$ cat config.mk
export PLATFORM = sky130hd
export DESIGN_NAME = vga_scanout_flat
export DESIGN_NICKNAME = d
export VERILOG_FILES = /design/src/rtl/vga_timing_pkg.sv /design/src/rtl/vga_scanout_if.sv /design/src/rtl/pix_tick_gen.sv /design/src/rtl/vga_scanout.sv /design/src/flat_wrapper.sv
export SDC_FILE = /design/constraint.sdc
export NUM_CORES = 1
export LEC_CHECK = 0
export CAP_MARGIN = 30
export CORE_UTILIZATION = 40
export DETAILED_ROUTE_END_ITERATION = 8
export SLEW_MARGIN = 30
export SYNTH_ARGS = -nofsm -noshare
export SYNTH_HDL_FRONTEND = slang
export SYNTH_SLANG_ARGS = --single-unit
$ cat constraint.sdc
create_clock -name clk -period 2.87 [get_ports clk]
set_input_delay 0.4305 -clock clk [delete_from_list [all_inputs] [get_ports clk]]
set_output_delay 0.4305 -clock clk [all_outputs]
set_load 0.05 [all_outputs]
$ cat src/rtl/vga_timing_pkg.sv
// Shared VGA 640x480@60 timing constants, colours and helpers.
// Optional border test pattern in vga_scanout: VGA_SCANOUT_BORDER_EN.
package vga_timing_pkg;

   localparam int H_VIS  = 640;
   localparam int H_FP   = 16;
   localparam int H_SYNC = 96;
   localparam int H_BP   = 48;
   localparam int V_VIS  = 480;
   localparam int V_FP   = 10;
   localparam int V_SYNC = 2;
   localparam int V_BP   = 33;

   localparam int H_TOTAL = H_VIS + H_FP + H_SYNC + H_BP;
   localparam int V_TOTAL = V_VIS + V_FP + V_SYNC + V_BP;

   // Sync windows are [start, end)
   localparam int H_SYNC_START = H_VIS + H_FP;
   localparam int H_SYNC_END   = H_SYNC_START + H_SYNC;
   localparam int V_SYNC_START = V_VIS + V_FP;
   localparam int V_SYNC_END   = V_SYNC_START + V_SYNC;

   localparam logic [7:0] COLOR_BLACK  = 8'h00;
   localparam logic [7:0] COLOR_BORDER = 8'hFF;

   typedef logic [9:0] cnt_t;

   typedef struct packed {
      logic ren;
      cnt_t h;
      cnt_t v;
   } fetch_t;

   function automatic logic in_span(cnt_t x, cnt_t lo, cnt_t hi);
      return (x >= lo) && (x < hi);
   endfunction

endpackage

$ cat src/rtl/vga_scanout_if.sv
// Frame-buffer read port between vga_scanout (master) and the
// frame buffer colour map (slave).
interface vga_scanout_if;

   logic        ren;
   logic [10:0] outaddr_x;
   logic [10:0] outaddr_y;
   logic [7:0]  vram_data;

   modport master (
      output ren,
      output outaddr_x,
      output outaddr_y,
      input  vram_data
   );

   modport slave (
      input  ren,
      input  outaddr_x,
      input  outaddr_y,
      output vram_data
   );

endinterface

$ cat src/rtl/pix_tick_gen.sv
// Divide-by-CLK_DIV pixel strobe; o_pix_tick is high on the last
// system clock of every pixel period.
module pix_tick_gen #(
   parameter int CLK_DIV = 4
) (
   input  logic clk,
   input  logic rst,
   output logic o_pix_tick
);

   localparam logic [3:0] DIV_LAST = 4'(CLK_DIV - 1);

   logic [3:0] r_div_cnt;

   always_ff @(posedge clk or posedge rst) begin
      if (rst)
         r_div_cnt <= '0;
      else if (r_div_cnt == DIV_LAST)
         r_div_cnt <= '0;
      else
         r_div_cnt <= r_div_cnt + 4'd1;
   end

   assign o_pix_tick = (r_div_cnt == DIV_LAST);

endmodule

$ cat src/rtl/vga_scanout.sv
// VGA scanout: timing counters, frame-buffer fetch stage and output stage.
// Define VGA_SCANOUT_BORDER_EN to force a white border test pattern.
module vga_scanout
   import vga_timing_pkg::*;
#(
   parameter int CLK_DIV = 4,
   parameter int H_VIS   = vga_timing_pkg::H_VIS,
   parameter int H_FP    = vga_timing_pkg::H_FP,
   parameter int H_SYNC  = vga_timing_pkg::H_SYNC,
   parameter int H_BP    = vga_timing_pkg::H_BP,
   parameter int V_VIS   = vga_timing_pkg::V_VIS,
   parameter int V_FP    = vga_timing_pkg::V_FP,
   parameter int V_SYNC  = vga_timing_pkg::V_SYNC,
   parameter int V_BP    = vga_timing_pkg::V_BP
) (
   input  logic          clk,
   input  logic          rst,
   vga_scanout_if.master fb,
   output logic          hsync,
   output logic          vsync,
   output logic [7:0]    rgb,
   output logic          vblank,
   output logic          frame_tick
);

   localparam int HT = H_VIS + H_FP + H_SYNC + H_BP;
   localparam int VT = V_VIS + V_FP + V_SYNC + V_BP;

   localparam cnt_t H_LAST = 10'(HT - 1);
   localparam cnt_t V_LAST = 10'(VT - 1);
   localparam cnt_t H_VEND = 10'(H_VIS);
   localparam cnt_t V_VEND = 10'(V_VIS);
   localparam cnt_t HS_LO  = 10'(H_VIS + H_FP);
   localparam cnt_t HS_HI  = 10'(H_VIS + H_FP + H_SYNC);
   localparam cnt_t VS_LO  = 10'(V_VIS + V_FP);
   localparam cnt_t VS_HI  = 10'(V_VIS + V_FP + V_SYNC);

   logic       w_pix_tick;
   logic       w_visible;
   logic       w_border;
   logic [7:0] w_rgb_next;

   cnt_t        r_h;
   cnt_t        r_v;
   fetch_t      r_f;
   logic [10:0] r_addr_x;
   logic [10:0] r_addr_y;
   logic        r_hsync;
   logic        r_vsync;
   logic [7:0]  r_rgb;
   logic        r_vblank;
   logic        r_frame_tick;

   pix_tick_gen #(
      .CLK_DIV (CLK_DIV)
   ) u_tick (
      .clk        (clk),
      .rst        (rst),
      .o_pix_tick (w_pix_tick)
   );

   assign w_visible = (r_h < H_VEND) && (r_v < V_VEND);

`ifdef VGA_SCANOUT_BORDER_EN
   assign w_border = (r_f.h == '0) || (r_f.h == H_VEND - 10'd1) ||
                     (r_f.v == '0) || (r_f.v == V_VEND - 10'd1);
`else
   assign w_border = 1'b0;
`endif

   assign w_rgb_next = !r_f.ren ? COLOR_BLACK  :
                       w_border ? COLOR_BORDER : fb.vram_data;

   always_ff @(posedge clk or posedge rst) begin
      if (rst) begin
         r_h <= '0;
         r_v <= '0;
      end else if (w_pix_tick) begin
         r_h <= (r_h == H_LAST) ? '0 : r_h + 10'd1;
         if (r_h == H_LAST)
            r_v <= (r_v == V_LAST) ? '0 : r_v + 10'd1;
      end
   end

   // Fetch stage: address the frame buffer for the current pixel
   always_ff @(posedge clk or posedge rst) begin
      if (rst) begin
         r_f      <= '0;
         r_addr_x <= '0;
         r_addr_y <= '0;
      end else if (w_pix_tick) begin
         r_f      <= '{ren: w_visible, h: r_h, v: r_v};
         r_addr_x <= w_visible ? {1'b0, r_h} : '0;
         r_addr_y <= w_visible ? {1'b0, r_v} : '0;
      end
   end

   // Output stage: one pixel behind fetch, so the 2-clk read has landed
   always_ff @(posedge clk or posedge rst) begin
      if (rst) begin
         r_hsync      <= 1'b1;
         r_vsync      <= 1'b1;
         r_rgb        <= COLOR_BLACK;
         r_vblank     <= 1'b0;
         r_frame_tick <= 1'b0;
      end else begin
         r_frame_tick <= 1'b0;
         if (w_pix_tick) begin
            r_hsync      <= !in_span(r_f.h, HS_LO, HS_HI);
            r_vsync      <= !in_span(r_f.v, VS_LO, VS_HI);
            r_rgb        <= w_rgb_next;
            r_vblank     <= (r_f.v >= V_VEND);
            r_frame_tick <= (r_f.v >= V_VEND) && !r_vblank;
         end
      end
   end

   assign fb.ren       = r_f.ren;
   assign fb.outaddr_x = r_addr_x;
   assign fb.outaddr_y = r_addr_y;
   assign hsync        = r_hsync;
   assign vsync        = r_vsync;
   assign rgb          = r_rgb;
   assign vblank       = r_vblank;
   assign frame_tick   = r_frame_tick;

endmodule

$ cat src/flat_wrapper.sv
// flat-port wrapper written by rule: the top's interface ports become plain ports
module vga_scanout_flat import vga_timing_pkg::*;
#(
   parameter int CLK_DIV = 4,
   parameter int H_VIS   = vga_timing_pkg::H_VIS,
   parameter int H_FP    = vga_timing_pkg::H_FP,
   parameter int H_SYNC  = vga_timing_pkg::H_SYNC,
   parameter int H_BP    = vga_timing_pkg::H_BP,
   parameter int V_VIS   = vga_timing_pkg::V_VIS,
   parameter int V_FP    = vga_timing_pkg::V_FP,
   parameter int V_SYNC  = vga_timing_pkg::V_SYNC,
   parameter int V_BP    = vga_timing_pkg::V_BP
)
  (clk, rst, hsync, vsync, rgb, vblank, frame_tick, fb_ren, fb_outaddr_x, fb_outaddr_y, fb_vram_data);
  vga_scanout_if fb_i ();
  input  logic clk;
  input  logic rst;
  output logic hsync;
  output logic vsync;
  output logic [7:0] rgb;
  output logic vblank;
  output logic frame_tick;
  output wire logic [$bits(fb_i.ren)-1:0] fb_ren;
  output wire logic [$bits(fb_i.outaddr_x)-1:0] fb_outaddr_x;
  output wire logic [$bits(fb_i.outaddr_y)-1:0] fb_outaddr_y;
  input wire logic [$bits(fb_i.vram_data)-1:0] fb_vram_data;
  assign fb_ren = fb_i.ren;
  assign fb_outaddr_x = fb_i.outaddr_x;
  assign fb_outaddr_y = fb_i.outaddr_y;
  assign fb_i.vram_data = fb_vram_data;
  vga_scanout #(.CLK_DIV(CLK_DIV), .H_VIS(H_VIS), .H_FP(H_FP), .H_SYNC(H_SYNC), .H_BP(H_BP), .V_VIS(V_VIS), .V_FP(V_FP), .V_SYNC(V_SYNC), .V_BP(V_BP)) u_core (.clk(clk), .rst(rst), .fb(fb_i), .hsync(hsync), .vsync(vsync), .rgb(rgb), .vblank(vblank), .frame_tick(frame_tick));
endmodule
==> qor_table.md, run 1 <==
| Quantity | Reported | Unit |
| --- | --- | --- |
| Post-route worst hold slack | 0.362 | ns |
| Number of nets in the finished design | 349 | - |
| Worst setup SP type | register | - |
| Count of max-cap constraint violations | 0 | - |
| Drt pass-1 iters | 4 | - |
| Sequential fraction of the synthesis area | 58.8 | % |
| Master cell of the clock root buffer | clkbuf_8 | - |
| Maximum ir drop on the vdd rail | 0.183 | mV |
| Final worst-path cycle share | 75.2 | % |
| R2R cell count | 4 | - |
| Setup total negative slack | 0 | ns |
| Slew Limit Fails | 0 | - |
| Wire length per cell | 14.3 | um |
| Cts hold-fix bufs | 0 | - |
| Clock-pin transition on the worst setup and hold timing paths | 0.08 | ns |
| Critical Path Max Stage Delay | 0.86 | ns |
| Area Growth Syn to Fin | 22.5 | % |
| Terminus of the critical flop-to-flop path | u_core.r_v[8] | - |
| CTS tree | done | - |
| Initial drt markers | 99 | - |
| WL final | 6.27 | mm |
| Final cell area excluding filler cells | 3760 | um^2 |
| Element type at the critical path end | output port | - |
| Routed vias/inst | 5.13 | - |
| Vias in the first global route | 2,138 | - |
| Number of buffers added on ports | 42 | - |
| Fraction of layout cells with a size suffix above 1 | 8.82 | % |
| Cell count after synthesis | 293 | - |
| Worst Path Required | 2.44 | ns |
| Buffers & Inverters on Critical Path | 1 | - |
| Average footprint of a synthesized cell | 10.5 | um^2 |
| Worst rel slew slack | 60.5 | % |
| Cell Chain, Critical Path | clkdlybuf4s50_1 | - |
| Status | completed | - |
| Routability congestion estimate | 0.780 | - |
| Worst setup path class | register to output port | - |
| Area of the die | 8020 | um^2 |
| HPWL after detailed placement | 4.19 | mm |
| R2r startpoint | u_core.r_h[5] | - |
| RSZ-0062 raised after global routing | no | - |
| Placement Cell Area | 3590 | um^2 |
| Synth warnings | 0 | - |
| FF-to-FF setup slack | 0.91 | ns |
| DR vias | 2,250 | - |
| Core area | 7330 | um^2 |
| Cells resized by post-CTS repair | 0 | - |
| Buffers inserted during post-CTS setup optimization | 0 | - |
| Total I/O pin count | 45 | - |
| Leakage dissipation | 1.72 | nW |
| Synth Cell Area | 3070 | um^2 |
| Total inserted antenna cells | 0 | - |
| Buffer depth of the longest clock path | 2 | - |
| Data arrival time of the critical path | 1.73 | ns |
| Die Y-Extent | 89.6 | um |
| Final hold vios | 0 | - |
| Class of the tightest hold or removal check | input pin to asynchronous set/reset pin | - |
| Total clock buffers created by CTS | 9 | - |
| Chip width | 89.6 | um |
| Pwr Density | 476 | nW/um^2 |
| Actual transition at the worst max-transition pin | 0.590 | ns |
| Final-report setup violation count | 0 | - |
| Maximum number of pins on one net before global-route repair | 52 | - |
| Slowest cell on the critical path | clkdlybuf4s50_1 | - |
| Dominant delay contributor by cell family on the critical path | buffers and inverters | - |
| Clock H-tree levels | 3 | - |
| Flip-flop and latch count after synthesis | 72 | - |
| Number of cell rows | 31 | - |
| CTS sink count | 72 | - |
| Sum of overflow across all layers after global routing | 0 | - |
| Starting density of the core | 41.9 | % |
| Global-route wire length before repair | 10.6 | mm |
| Final critical-path required period | 2.16 | ns |
| Worst Path Max Fanout | 10 | - |
| Highest clock rate | 463 | MHz |
| Synth cell types | 41 | - |
| Remaining routing DRC violations | 0 | - |
| Total track usage | 18.0 | % |
| Post-detailed-route count of antenna-violating nets | 0 | - |
| Clk_lat worst skew | 0.34 | ns |
| Initial antenna violation count | 0 | - |
| Maximum clock skew at final layout | 0.0113 | ns |
## metal layers
layer | part of all wire, % | global-route usage, % | wire, um | up-vias
li1 | - | - | - | 1094
met1 | 49 | 24.1 | 3040 | 1106
met2 | 46 | 27.6 | 2900 | 38
met3 | 3.0 | 4.02 | 191 | 12
met4 | 2.1 | 9.52 | 132 | 0
met5 | 0 | 0 | 0 | -
## synth_stat cells
library cell | number | area (um^2)
a21o_1 | 3 | 22.5
a21oi_1 | 3 | 15.0
a22o_1 | 21 | 184
a22o_2 | 1 | 10.0
a31oi_1 | 1 | 6.26
and2_1 | 1 | 6.26
and3_1 | 4 | 25.0
and3_2 | 1 | 7.51
and4_1 | 3 | 26.3
buf_2 | 1 | 5.00
buf_4 | 2 | 15.0
buf_6 | 2 | 22.5
clkbuf_1 | 14 | 52.6
conb_1 | 1 | 3.75
dfrtp_1 | 70 | 1750
dfstp_2 | 2 | 52.6
ha_1 | 4 | 50.1
inv_1 | 6 | 22.5
mux2i_1 | 1 | 10.0
nand2_1 | 66 | 248
nand3_1 | 21 | 105
nand3b_1 | 1 | 7.51
nand4_1 | 5 | 31.3
nand4bb_2 | 1 | 16.3
nand4bb_4 | 1 | 27.5
nor2_1 | 11 | 41.3
nor2b_1 | 3 | 18.8
nor3_1 | 8 | 40.0
nor3b_1 | 1 | 7.51
nor4_1 | 2 | 12.5
nor4_2 | 1 | 12.5
nor4b_1 | 1 | 8.76
nor4bb_1 | 1 | 10.0
o21a_1 | 1 | 7.51
o21ai_0 | 14 | 70.1
o31ai_1 | 1 | 7.51
or2_2 | 1 | 6.26
or3_1 | 1 | 6.26
or4_1 | 1 | 7.51
xnor2_1 | 7 | 61.3
xor2_1 | 3 | 26.3
## layout make-up
class	count	area [um^2]
Sequential cell	72	1800
Fill cell	673	3570
Tap cell	99	124
Clock inverter	3	18.8
Clock buffer	13	149
Timing Repair Buffer	49	485
Inverter	6	22.5
Multi-Input combinational cell	197	1150
## kinds of logic (layout without fill, tap and decap cells)
kind of cell               Yosys count  after routing  share of synthesized area [%]
and+or+nand+nor                    135            135                           21.9
DFF                                 72             72                           58.8
AOI/OAI and AO/OA                   45             45                           10.5
buffers and inverters               25             71                           3.83
xor gates and xnor gates            10             10                           2.86
adders and majority gates            4              4                           1.63
other                                1              2                          0.122
muxes                                1              1                          0.326
## worst max-delay path by stage
stage	start	endpoint	slack (ns)	cells past startpoint
final	u_core.fb.ren	fb_ren	0.71	1
after global routing	u_core.fb.ren	fb_ren	0.62	1
after CTS	u_core.fb.ren	fb_ren	0.68	1
after detailed placement	u_core.r_h[0]	u_core.r_v[3]	0.92	5
after global placement	u_core.r_h[5]	u_core.r_v[3]	0.94	4
after floorplan	rst	u_core.fb.outaddr_x[0]	0.62	1
## power by group
part | switching (mW) | internal [mW]
clock network | 0.351 | 0.337
registers | 0.00303 | 1.02
logic | 0.0522 | 0.0256
## state kept, by name (all words and copies together) (netlist names)
name / flops
u_core.fb.outaddr_x: 10
u_core.fb.outaddr_y: 10
u_core.fb.ren: 1
u_core.frame_tick: 1
u_core.hsync: 1
u_core.r_f: 15
u_core.r_h: 10
u_core.r_v: 10
u_core.rgb: 8
u_core.u_tick.r_div_cnt: 4
u_core.vblank: 1
u_core.vsync: 1
## layout by cell type, fill, tap and decap left out, types with 4 or more instances in the layout
master           Yosys  routed
dfrtp_1             70      70
nand2_1             66      66
clkdlybuf4s50_1      0      42
nand3_1             21      21
a22o_1              21      21
o21ai_0             14      14
nor2_1              11      11
clkbuf_8             0      10
nor3_1               8       8
xnor2_1              7       7
buf_4                2       6
inv_1                6       5
nand4_1              5       5
and3_1               4       4
ha_1                 4       4
## stage by stage
step	utilization (%)	power, mW	std cells	worst slack [ns]
final	51.3	1.79	439	0.712
after detailed placement	49.0	1.12	423	0.916
after global placement	49.0	1.12	423	0.943
after floorplan	-	1.09	294	0.618
after global routing	51.3	1.87	439	0.618
after CTS	51.3	1.81	439	0.678
(Power assumes the default switching activity.)
==> inputs of run 2 (changes only) <==
==> constraint.sdc (replaced) <==
create_clock -name clk -period 1.8 [get_ports clk]
set_input_delay 0.27 -clock clk [delete_from_list [all_inputs] [get_ports clk]]
set_output_delay 0.27 -clock clk [all_outputs]
set_load 0.05 [all_outputs]
==> run 2 against run 1 <==
Effect of this change: register-to-register slack worse by 0.82 ns; total power is 85% higher; combinational power is 57% higher; global-route usage is 1.1 points higher; count of clock-buffer cells in the layout is 4 lower; clock power is 130% higher; critical path depth stayed put.
==> qor_table.md, run 2 (same netlist as run 1, synthesis figures left out) <==
| Quantity | Reported | Unit |
| --- | --- | --- |
| Actual transition at the worst max-transition pin | 0.504 | ns |
| Clock H-tree levels | 3 | - |
| Area of the die | 8020 | um^2 |
| Cts hold-fix bufs | 0 | - |
| Worst rel slew slack | 66.4 | % |
| Area Growth Syn to Fin | 31.3 | % |
| Overall Power | 3.31 | mW |
| Dominant delay contributor by cell family on the critical path | buffers and inverters | - |
| Buffer depth of the longest clock path | 2 | - |
| Routed vias/inst | 5.04 | - |
| Most common library cell in the layout ignoring fill and taps | dfrtp_1 | - |
| Final hold vios | 0 | - |
| Buffers & Inverters on Critical Path | 1 | - |
| Final worst-path cycle share | 97.4 | % |
| Starting density of the core | 41.9 | % |
| Critical Path Max Stage Delay | 0.80 | ns |
| Total I/O pin count | 45 | - |
| Chip width | 89.6 | um |
| CTS tree | done | - |
| Fill cell count | 652 | - |
| Maximum number of pins on one net before global-route repair | 73 | - |
| Share of the core filled with cells | 55.0 | % |
| Final-report setup violation count | 0 | - |
| Vias in the first global route | 2,390 | - |
| Remaining routing DRC violations | 0 | - |
| R2R cell count | 5 | - |
| Post-detailed-route count of antenna-violating nets | 0 | - |
| Leakage dissipation | 2.06 | nW |
| Clock-pin transition on the worst setup and hold timing paths | 0.08 | ns |
| Data arrival time of the critical path | 1.48 | ns |
| Count of max-cap constraint violations | 0 | - |
| Total inserted antenna cells | 0 | - |
| Maximum ir drop on the vdd rail | 0.385 | mV |
| Global-route wire length before repair | 11.4 | mm |
| Routability congestion estimate | 0.770 | - |
| Core area | 7330 | um^2 |
| Status | completed | - |
| RSZ-0062 raised after global routing | no | - |
| Master cell of the clock root buffer | clkbuf_8 | - |
| Number of nets in the finished design | 375 | - |
| Highest clock rate | 570 | MHz |
| Die Y-Extent | 89.6 | um |
| Number of cell rows | 31 | - |
| Slowest cell on the critical path | clkdlybuf4s50_1 | - |
| Number of flip-flops in the largest register | 15 | - |
| DR vias | 2,343 | - |
| Worst setup SP type | register | - |
| Initial antenna violation count | 0 | - |
| Cell Chain, Critical Path | clkdlybuf4s50_1 | - |
| Total track usage | 19.1 | % |
| Worst setup path class | register to output port | - |
| Sum of overflow across all layers after global routing | 0 | - |
| Wire length per cell | 14.3 | um |
| Clk_lat worst skew | 0.35 | ns |
| Maximum clock skew at final layout | 0.00780 | ns |
| HPWL after detailed placement | 4.44 | mm |
| Class of the tightest hold or removal check | input pin to asynchronous set/reset pin | - |
| Initial drt markers | 96 | - |
| Pwr Density | 821 | nW/um^2 |
| Number of buffers added on ports | 42 | - |
| WL final | 6.63 | mm |
| Worst Path Required | 1.53 | ns |
| Leading cell types in the layout, fill and taps excluded | 70 x dfrtp_1, 66 x nand2_1, 50 x buf_4 | - |
| Largest Register | u_core.r_f | - |
| Total clock buffers created by CTS | 9 | - |
| Worst Path Max Fanout | 1 | - |
| Final critical-path required period | 1.75 | ns |
| Drt pass-1 iters | 4 | - |
| Fraction of layout cells with a size suffix above 1 | 22.4 | % |
| CTS sink count | 72 | - |
| Element type at the critical path end | output port | - |
| Logic depth of the worst setup path including buffers | 1 | - |
| Slew Limit Fails | 0 | - |
[run 2: worst paths after layout]
path,startpoint,to,slack [ns]
worst max-delay path,u_core.frame_tick,frame_tick,0.05
worst min-delay path,rst,u_core.rgb[1],0.37
worst max register to register,u_core.u_tick.r_div_cnt[0],u_core.r_v[3],0.09
worst min register to register,u_core.u_tick.r_div_cnt[0],u_core.u_tick.r_div_cnt[0],0.46
max in group asynchronous,rst,u_core.hsync,1.10
min in group clk,u_core.u_tick.r_div_cnt[0],u_core.u_tick.r_div_cnt[0],0.46
[run 2: layout make-up]
class / count / area, um^2 / area share (%)
Timing Repair Buffer: 75 / 666 / 16.5
Sequential cell: 72 / 1800 / 44.8
Inverter: 6 / 26.3 / 0.652
Clock inverter: 7 / 120 / 2.98
Clock buffer: 9 / 124 / 3.07
Tap cell: 99 / 124 / 3.07
Multi-Input combinational cell: 197 / 1160 / 28.9
[run 2: what timing repair did]
item / CTS / global route
resized for setup: 3 / 15
endpoints found under the hold margin: 0 / 0
gates cloned: 0 / 0
endpoints found under the setup margin: 6 / 18
setup buffers: 0 / 2
[run 2: per-stage QoR]
stage / hold WS (ns) / cell area (um^2) / cells / TNS (ns) / setup WS [ns]
after floorplan: 0.415 / 3080 / 294 / 0 / 0.00527
after global placement: 0.441 / 3730 / 447 / 0 / 0.0356
after detailed placement: 0.449 / 3730 / 447 / -0.0546 / -0.0244
after CTS: 0.384 / 3980 / 463 / 0 / 0.00422
after global routing: 0.386 / 4030 / 465 / 0 / 0.00363
final: 0.368 / 4030 / 465 / 0 / 0.0463
[run 2: power breakdown]
group	leakage (nW)	switching (mW)	internal, mW
clock	0.119	0.632	0.922
sequential	0.945	0.00448	1.63
combinational	0.999	0.0840	0.0381
[run 2: metal layers]
layer  track usage [%]  part of all wire (%)  vias to the layer above
met5                 0                     0                        -
met4              6.64                   1.4                        0
met3              5.58                   3.7                       11
met2              29.3                    46                       38
met1              26.0                    48                     1147
li1                  -                     -                     1147
==> RTL change 1: new RTL, config.mk and constraints of run 2 <==
The option `VGA_SCANOUT_BORDER_EN` is turned on by a define.
--- a/src/rtl/vga_scanout.sv
+++ b/src/rtl/vga_scanout.sv
@@ -2,2 +2,4 @@
 // Define VGA_SCANOUT_BORDER_EN to force a white border test pattern.
+`define VGA_SCANOUT_BORDER_EN
+
 module vga_scanout
Check against the original RTL: not equivalent (Yosys sat finds a counterexample within 10 cycles, from zero or initial values and one cycle with rst high).
==> RTL change 1 against run 2 <==
Wire length increased by 9.9%; final area increased by 7.7%; clock power decreased by 8%; sequential cell count increased by 5; combinational power decreased by 45%; power decreased by 2.4%; area after synthesis increased by 8.0%; die area increased by 7.9%; sequential share of layout area decreased by 0.32 points; critical path depth unchanged; global-route usage decreased by 0.65 points; clock skew increased by 0.0019 ns; worst setup slack got worse by 0.0030 ns; critical endpoint is now fb_outaddr_x[1]; largest power group unchanged; highest routed layer unchanged.
==> RTL change 1: results (changes against run 2) <==
STATUS
------------------------------------------------------------------------
Run status ................................................ finished, final reports clean   unchanged

SYNTH
------------------------------------------------------------------------
Mean post-synth cell area .................................    10.5 um^2   about the same
Count of unique library cells instantiated by Yosys .......           46   was 41
Synthesized netlist cell count ............................          316   was 293
Most common library cells after synthesis ................. 75 x dfrtp_1, 63 x nand2_1, 21 x o21ai_0, 18 x a22o_1, 14 x nor2_1   was 70 x dfrtp_1, 66 x nand2_1, 21 x a22o_1, 21 x nand3_1
Post-Synth Adder-Cell Area ................................        1.51%   was 1.63%
Xor/xnor cell area share of the yosys netlist .............        3.17%   was 2.85%
Fraction of the mapped netlist area in compound gates .....        11.3%   was 10.5%

LAYOUT
------------------------------------------------------------------------
Multi-input comb cells ....................................          215   was 197
Total area of multi-input combinational cells ............. 0.00132 mm^2   was 0.00116 mm^2
Filler Cell Count .........................................          681   was 652
Number of nets at the end of the flow .....................          400   was 375
Proportion of cell area spent on the clock network ........        5.13%   was 6.06%
Non-Clock Inverter Count ..................................            7   was 6
Share of layout cells above drive strength 1 ..............        21.5%   was 22.4%
Max reg flops .............................................           20   was 15

GLOBAL ROUTING
------------------------------------------------------------------------
Vias in the first global route ............................        2,534   was 2,390
First-pass GRT wire length ................................      12.4 mm   was 11.4 mm
Met3 global-route usage ...................................        3.17%   was 5.58%
Global-route total usage across every layer ...............        18.5%   was 19.1%

TIMING
------------------------------------------------------------------------
Setup ws final ............................................    0.0433 ns   was 0.0463 ns
Max Clock Skew ............................................   0.00965 ns   was 0.00780 ns

SETUP PATH
------------------------------------------------------------------------
End of the worst register-to-register path ................ u_core.r_v[8]   was u_core.r_v[3]
Worst Reg-to-Reg Cells ....................................            6   was 5

CTS
------------------------------------------------------------------------
Count of cells resized by post-cts repair .................            2   was 3

PLACEMENT
------------------------------------------------------------------------
Final weighted congestion in routability-driven placement .        0.812   was 0.770

## RTL change 1: changes by cell type after synthesis, sizes merged, moves of 4 or more
cell and change:
a21oi +7, o21ai +7, dfrtp +5, nor4 +4, nand3 -10, nand4 +7
## RTL change 1: worst reg2reg max path: stages, from the launching register on
cell and delay [ns]:
dfrtp_1 0.36, ha_2 0.21, nand4bb_1 0.19, nor4_4 0.36, buf_12 0.18, nand4_1 0.13
xnor2_1 0.16
## RTL change 1: where the power goes
part | switching, mW | internal (mW) | leakage, nW
logic | 0.0448 | 0.0219 | 0.960
clock network | 0.646 | 0.788 | 0.110
registers | 0 | 1.73 | 0.976
total | 0.691 | 2.54 | 2.05
## RTL change 1: per-layer routing
| layer | up-vias | routed length [um] |
|---|---|---|
| met5 | - | 0 |
| met4 | 0 | 139 |
| met3 | 13 | 328 |
| met2 | 64 | 3240 |
| met1 | 1249 | 3580 |
| li1 | 1243 | - |
==> RTL change 2: new RTL, flow settings as in run 2 <==
Made on the original files. Reset style: synchronous (`rst`), changed in 4 clocked blocks.
--- a/src/rtl/pix_tick_gen.sv
+++ b/src/rtl/pix_tick_gen.sv
@@ -14,3 +14,3 @@
 
-   always_ff @(posedge clk or posedge rst) begin
+   always_ff @(posedge clk) begin
       if (rst)
--- a/src/rtl/vga_scanout.sv
+++ b/src/rtl/vga_scanout.sv
@@ -73,3 +73,3 @@
 
-   always_ff @(posedge clk or posedge rst) begin
+   always_ff @(posedge clk) begin
       if (rst) begin
@@ -85,3 +85,3 @@
    // Fetch stage: address the frame buffer for the current pixel
-   always_ff @(posedge clk or posedge rst) begin
+   always_ff @(posedge clk) begin
       if (rst) begin
@@ -98,3 +98,3 @@
    // Output stage: one pixel behind fetch, so the 2-clk read has landed
-   always_ff @(posedge clk or posedge rst) begin
+   always_ff @(posedge clk) begin
       if (rst) begin
Formal check against the unedited RTL: differs if rst is asserted again (counterexample within 10 cycles, from zero or initial values and one cycle with rst high); with rst held inactive, the same outputs for 10 cycles.
==> RTL change 2 against run 2 <==
The run now ends with setup timing left; worst setup slack got worse by 0.18 ns; wire length decreased by 0.33%; first-iteration DRC count increased by 32%; final area decreased by 2.6%; area after synthesis decreased by 9.5%; sequential cell count unchanged; critical path type is now flop to flop; highest routed layer unchanged.
Power is not compared: it rests on default switching activity, and its combinational part moved more than twofold at a synthesized area within 25%.
==> RTL change 2: results (changes against run 2) <==
GLOBAL ROUTING
------------------------------------------------------------
First-pass GRT wire length ....................      10.5 mm   was 11.4 mm
Met3 global-route usage .......................        4.38%   was 5.58%

STATUS
------------------------------------------------------------
Run status .................................... complete, but fails checks   was finished, final reports clean
Violations in the final reports ............... setup timing

TIMING
------------------------------------------------------------
Max Clock Skew ................................    0.0120 ns   was 0.00780 ns
Setup ws final ................................    -0.132 ns   was 0.0463 ns
Worst hold slack across all endpoints .........     0.450 ns   was 0.368 ns
Final Setup Violations ........................           21   was 0
Setup TNS .....................................     -1.42 ns   was 0 ns

DETAILED ROUTING
------------------------------------------------------------
Met2 routed WL ................................      3.02 mm   was 3.08 mm
Routed length on met1 .........................      3.13 mm   was 3.21 mm
Overall routed net length .....................      6.61 mm   was 6.63 mm
Average via count per standard cell ...........         5.22   was 5.04

SETUP PATH
------------------------------------------------------------
Max FO, Critical Path .........................            7   was 1
End of the worst register-to-register path .... u_core.r_v[3]   unchanged
R2r startpoint ................................ u_core.u_tick.r_div_cnt[1]   was u_core.u_tick.r_div_cnt[0]

LAYOUT
------------------------------------------------------------
Number of nets at the end of the flow .........          397   was 375

SYNTH
------------------------------------------------------------
Sequential share of the synthesized area ......        51.9%   was 58.8%
Async S/R FF share, synth .....................           0%   was 100%
Multiplexer area fraction after synthesis .....           0%   was 0.326%
Post-Synth Adder-Cell Area ....................        1.80%   was 1.63%
Mean post-synth cell area .....................    8.95 um^2   was 10.5 um^2
Predominant post-synthesis flop cell ..........      dfxtp_1   was dfrtp_1
Xor/xnor cell area share of the yosys netlist .        3.47%   was 2.85%

PLACEMENT
------------------------------------------------------------
Cell Area, Placed ............................. 0.00348 mm^2   was 0.00373 mm^2
DP Wirelength .................................      4.21 mm   was 4.44 mm

MIN PATH
------------------------------------------------------------
Classification of the worst-slack hold path ... flop to flop   was input pin to async pin

==> RTL change 2: critical path, stage by stage, from the launching register on <==
cell,delay (ns)
dfxtp_2,0.35
ha_4,0.13
or3b_4,0.38
or4_4,0.48
or4_4,0.43
o211ai_1,0.09
==> RTL change 2: power by group through the flow <==
stage                     clock network, mW  logic, mW  registers (mW)
after floorplan                           0      0.110            1.69
after global placement                    0      0.217            1.67
after detailed placement                  0      0.217            1.67
after CTS                              1.61      0.229            1.64
after global routing                   1.68      0.276            1.64
final                                  1.58      0.253            1.64
==> RTL change 2: final cells by class <==
cell class	instances	area, um^2
fillers	572	2610
inverters	4	15.0
clock buffers	11	151
repair buffers	85	827
clock inverters	5	103
well taps	77	96.3
flip-flops and latches	72	1440
multi-input cells	211	1290
==> RTL change 2: what timing repair did <==
item,in CTS,in global routing
resized for setup,8,17
gates cloned,2,2
setup endpoints to repair,36,43
pin swaps,2,3
setup buffers,2,7
